`src/rtl/ad4008_read.sv`:
```
// ad4008_read: AD4008 conversion/readback controller; CNV pulse, conversion wait, then
// clocks DATA_WIDTH bits MSB-first out of SDO with a registered SCLK at clk/2.
module ad4008_read #(
    parameter int DATA_WIDTH  = 16,
    parameter int CONV_CYCLES = 6
) (
    input  logic                  clk,
    input  logic                  aresetn,
    input  logic                  start,
    input  logic                  sdo,
    output logic                  cnv,
    output logic                  sclk,
    output logic [DATA_WIDTH-1:0] data_out,
    output logic                  data_valid,
    output logic                  busy
);
    localparam int CW = CONV_CYCLES > 1 ? $clog2(CONV_CYCLES) : 1;
    localparam int BW = DATA_WIDTH > 1 ? $clog2(DATA_WIDTH) : 1;

    typedef enum logic [1:0] {IDLE, CONVERT, ACQUIRE, SHIFT} state_t;

    state_t                state_q;
    logic [CW-1:0]         conv_cnt_q;
    logic [BW-1:0]         bit_cnt_q;
    logic                  phase_q;
    logic [DATA_WIDTH-1:0] shift_q;
    logic [DATA_WIDTH-1:0] data_q;
    logic                  cnv_q;
    logic                  sclk_q;
    logic                  valid_q;
    logic                  busy_q;

    assign cnv        = cnv_q;
    assign sclk       = sclk_q;
    assign data_out   = data_q;
    assign data_valid = valid_q;
    assign busy       = busy_q;

    always_ff @(posedge clk or negedge aresetn) begin
        if (!aresetn) begin
            state_q    <= IDLE;
            conv_cnt_q <= '0;
            bit_cnt_q  <= '0;
            phase_q    <= 1'b0;
            shift_q    <= '0;
            data_q     <= '0;
            cnv_q      <= 1'b0;
            sclk_q     <= 1'b0;
            valid_q    <= 1'b0;
            busy_q     <= 1'b0;
        end else begin
            valid_q <= 1'b0;
            case (state_q)
                IDLE: if (start) begin
                    cnv_q      <= 1'b1;
                    busy_q     <= 1'b1;
                    conv_cnt_q <= CW'(CONV_CYCLES - 1);
                    state_q    <= CONVERT;
                end
                CONVERT: if (conv_cnt_q == '0) begin
                    cnv_q   <= 1'b0;
                    state_q <= ACQUIRE;
                end else begin
                    conv_cnt_q <= conv_cnt_q - 1'b1;
                end
                ACQUIRE: begin
                    bit_cnt_q <= BW'(DATA_WIDTH - 1);
                    phase_q   <= 1'b0;
                    state_q   <= SHIFT;
                end
                SHIFT: if (!phase_q) begin
                    // SDO has been stable since the previous falling SCLK; sample as SCLK rises
                    sclk_q  <= 1'b1;
                    shift_q <= {shift_q[DATA_WIDTH-2:0], sdo};
                    phase_q <= 1'b1;
                end else begin
                    sclk_q <= 1'b0;
                    if (bit_cnt_q == '0) begin
                        data_q  <= shift_q;
                        valid_q <= 1'b1;
                        busy_q  <= 1'b0;
                        state_q <= IDLE;
                    end else begin
                        bit_cnt_q <= bit_cnt_q - 1'b1;
                        phase_q   <= 1'b0;
                    end
                end
                default: state_q <= IDLE;
            endcase
        end
    end
endmodule

```
`config.mk`:
```
export PLATFORM = sky130hd
export DESIGN_NAME = ad4008_read
export DESIGN_NICKNAME = d
export VERILOG_FILES = /design/src/rtl/ad4008_read.sv
export SDC_FILE = /design/constraint.sdc
export NUM_CORES = 1
export LEC_CHECK = 0
export ABC_AREA = 1
export BUFFER_PORTS_ARGS = -buffer_cell sky130_fd_sc_hd__buf_2
export CAP_MARGIN = 20
export CORE_MARGIN = 2
export CORE_UTILIZATION = 25
export DETAILED_ROUTE_END_ITERATION = 10
export SYNTH_ARGS = -nofsm -noshare
export SYNTH_HDL_FRONTEND = slang
export SYNTH_SLANG_ARGS = --single-unit
```
`constraint.sdc`:
```
create_clock -name clk -period 3.2 [get_ports clk]
set_input_delay 0.32 -clock clk [delete_from_list [all_inputs] [get_ports clk]]
set_output_delay 0.32 -clock clk [all_outputs]
set_load 0.005 [all_outputs]
```
==> run_results.csv <==
group,metric,value,unit
final_layout,multi_input_comb_area,838,µm²
worst_setup_path,crit_start,"state_q[1]$_DFFE_PN0P_",
timing,slew_viol_final,0,
synth,ys_ff_latch,46,
route,drc,0,
global_route,grtUsageTotal,0.0790,
clock_network,cts_sinks,46,
power_and_ir_drop,ir_worst_vdd,0.264,mV
timing,setup_ws,1290,ps
worst_setup_path,endpoint,"data_out[0]$_DFFE_PN0P_",
global_route,grt-ovfl-total,0,
worst_setup_path,cp_cell_sequence,"ha_1 -> nand3_4 -> nand2_1 -> o21ai_2",
floorplan,fp.dieArea,9460,µm²
worst_setup_path,r2r_slack,1290,ps
synth,yosysTopAreaCell,"dfrtp_1",
synth,seq_area_frac_synth,0.530,
final_layout,antenna_cells,0,
place,dp_hpwl,2.45,mm
final_layout,layout-drive-gt1-share,0.295,
timing,setup_violations,0,
synth,avgSynthCellArea,9.53,µm²
floorplan,die_w,97.2,µm
flow_run,maxCapViolCount,0,
final_layout,syn2layout_area_growth,15.3,%
floorplan,rows,34,
worst_setup_path,crit_family,"simple AND/OR/NAND/NOR gates",
worst_setup_path,cpMaxStageDelayCell,"ha_1",
power_and_ir_drop,leakagePower,1.25,nW
worst_setup_path,timing.rr.start,"state_q[1]$_DFFE_PN0P_",
worst_setup_path,r2r_end,"data_out[0]$_DFFE_PN0P_",
route,dr.pass1.iters,4,
final_layout,fill_cells,902,
clock_network,root_buffer,"clkbuf_8",
floorplan,core_area,8590,µm²
worst_setup_path,crit_buf_inv,0,
clock_network,clk_latency,290,ps
synth,ys_types,23,
clock_network,cts.clk_slew.worst_paths,80,ps
final_layout,seqCellArea,1150,µm²
synth,synth_area,2170,µm²
final_layout,fin_nets,265,
worst_setup_path,worstSetupStartpointType,"register",
synth,yosysTopAreaCellShare,0.530,
worst_setup_path,crit_arrival,2080,ps
synth,synthTopCellsByArea,"dfrtp_1, nand2_1, o21ai_2",
timing,fin_crit_sh,0.596,
synth,yosysWarnings,0,
clock_network,htree_num_levels,2,
timing,hold_violations,0,
clock_network,cts_tree,"yes",
clock_network,cts_buffers,5,
worst_setup_path,worst_setup_path_end_kind,"register",
synth,syn-num-nets,240,
global_route,grt_pass1_vias,1442,
route,wl,3.49,mm
timing,finClkSkew,4.48,ps
worst_setup_path,crit_required,3370,ps
status,status,"finished, final reports clean",
worst_hold_path,hold_path.class,"in -> reg",
global_route,grt_pass1_wl,6.27,mm
synth,syn_inst,228,
floorplan,initial_core_util,0.253,
clock_network,ctsResizeCount,0,
place,port_buffers,23,
route,drt_iter0_drc,60,
worst_setup_path,slowest_delay,550,ps
place,post-place-ws,1280,ps
timing,tightest_slew,587,ps
worst_setup_path,cp.depth,4,
timing,period_needed,1910,ps
timing,rsz0062_at_grt,"no",
place,dp_cells,352,
floorplan,pin_count,24,
worst_setup_path,reg2regPathDepth,4,
final_layout,finalNonFillerCells,362,
route,vias,1453,
worst_setup_path,critPathMaxFanout,32,
clock_network,clockBufferDepth,2,
timing,tns,0,ps
global_route,antenna_found_initial,0,
place,gp_congestion,0.732,
power_and_ir_drop,powerDensity,818,nW/µm²
global_route,grt_max_degree,47,
timing,fmax,525,MHz
floorplan,die_height,97.2,µm
route,avgRoutedWirePerCell,9.64,µm
worst_setup_path,criticalPathCategory,"reg -> reg",
timing,slew_headroom,0.609,
route,vias_per_cell,4.01,
timing,timing.hold.ws,291,ps
route,drtAntennaViolNets,0,
-- placed cells by master (no fill, tap or decap), types with 5 or more instances in the layout --
cell / instances
nand2_2: 15
buf_2: 23
clkbuf_8: 5
o21ai_0: 21
inv_1: 31
nand3_1: 7
dfrtp_1: 46
o21ai_2: 15
ha_1: 8
nand2_1: 55
-- worst reg2reg max path, stage by stage (launching register included) --
cell and delay, ps:
dfrtp_1 400, ha_1 550, nand3_4 540, nand2_1 240
o21ai_2 60
-- routing by layer --
metal	global-route usage	part of all wire	up-vias
li1	-	-	757
met1	0.0940	0.49	671
met2	0.138	0.46	19
met3	0.0266	0.042	6
met4	0.0192	0.013	0
met5	0	0	-
-- power by group --
part	internal (W)	switching [W]	leakage [nW]
clock network	0.000234	0.000198	0.0585
logic	0.000294	0.000475	0.590
registers	0.000746	0.000103	0.605
total	0.00127	0.000776	1.25
-- cell usage after synthesis --
library cell,instances
o211ai_1,1
nor2_4,2
nor2_2,2
o21ai_0,21
inv_2,2
nand3_1,7
o21ai_2,15
nor2_1,3
ha_1,8
or2_2,3
nand3_4,1
nand4_1,3
buf_6,4
or2_0,1
nand2_1,55
nand3_2,1
dfrtp_1,46
nand2_4,1
inv_1,31
a21oi_1,2
nand3b_4,1
nand2_2,15
buf_2,3
-- cell families (layout without fill, tap and decap cells) --
| group | Yosys count | count (layout) | share of synthesized area |
|---|---|---|---|
| and+or+nand+nor | 95 | 95 | 0.223 |
| AOI/OAI and AO/OA | 39 | 39 | 0.117 |
| adders and majority gates | 8 | 8 | 0.0461 |
| DFF | 46 | 46 | 0.530 |
| buffers and inverters | 40 | 66 | 0.0846 |
-- what timing repair did --
item | CTS | global route
hold endpoints to repair | 0 | 4
hold buffers | 0 | 1
setup buffers | 0 | 0
-- layout make-up --
type / instances / area share
Sequential cell: 46 / 0.459
Multi-Input combinational cell: 142 / 0.334
Timing Repair Buffer: 25 / 0.0579
Tap cell: 108 / 0.0539
Inverter: 33 / 0.0494
Clock buffer: 5 / 0.0275
Clock inverter: 3 / 0.0175
-- through the flow --
| stage | total power [W] | cell area, µm² | utilization |
|---|---|---|---|
| after detailed placement | 0.00164 | 2360 | 0.275 |
| after global routing | 0.00224 | 2510 | 0.292 |
| after floorplan | 0.00147 | 2170 | - |
| after CTS | 0.00209 | 2480 | 0.288 |
| after global placement | 0.00161 | 2360 | 0.275 |
| final | 0.00205 | 2510 | 0.292 |
-- worst min path at each step --
stage	start	end	slack (ps)	cells past startpoint
floorplan	aresetn	bit_cnt_q[0]$_DFFE_PN0P_	20	0
global placement	shift_q[15]$_DFFE_PN0N_	data_out[15]$_DFFE_PN0P_	460	2
detailed placement	shift_q[15]$_DFFE_PN0N_	data_out[15]$_DFFE_PN0P_	470	2
CTS	aresetn	shift_q[6]$_DFFE_PN0N_	230	1
global route	sdo	shift_q[0]$_DFFE_PN0N_	300	3
finish	sdo	shift_q[0]$_DFFE_PN0N_	290	3
-- sequential cells by signal, indices dropped and copies added, names as in the netlist --
| signal | flops |
|---|---|
| busy | 1 |
| cnv | 1 |
| state_q | 2 |
| data_valid | 1 |
| sclk | 1 |
| phase_q | 1 |
| bit_cnt_q | 4 |
| shift_q | 16 |
| data_out | 16 |
| conv_cnt_q | 3 |
Note: power is estimated with default switching activity, not from simulation.
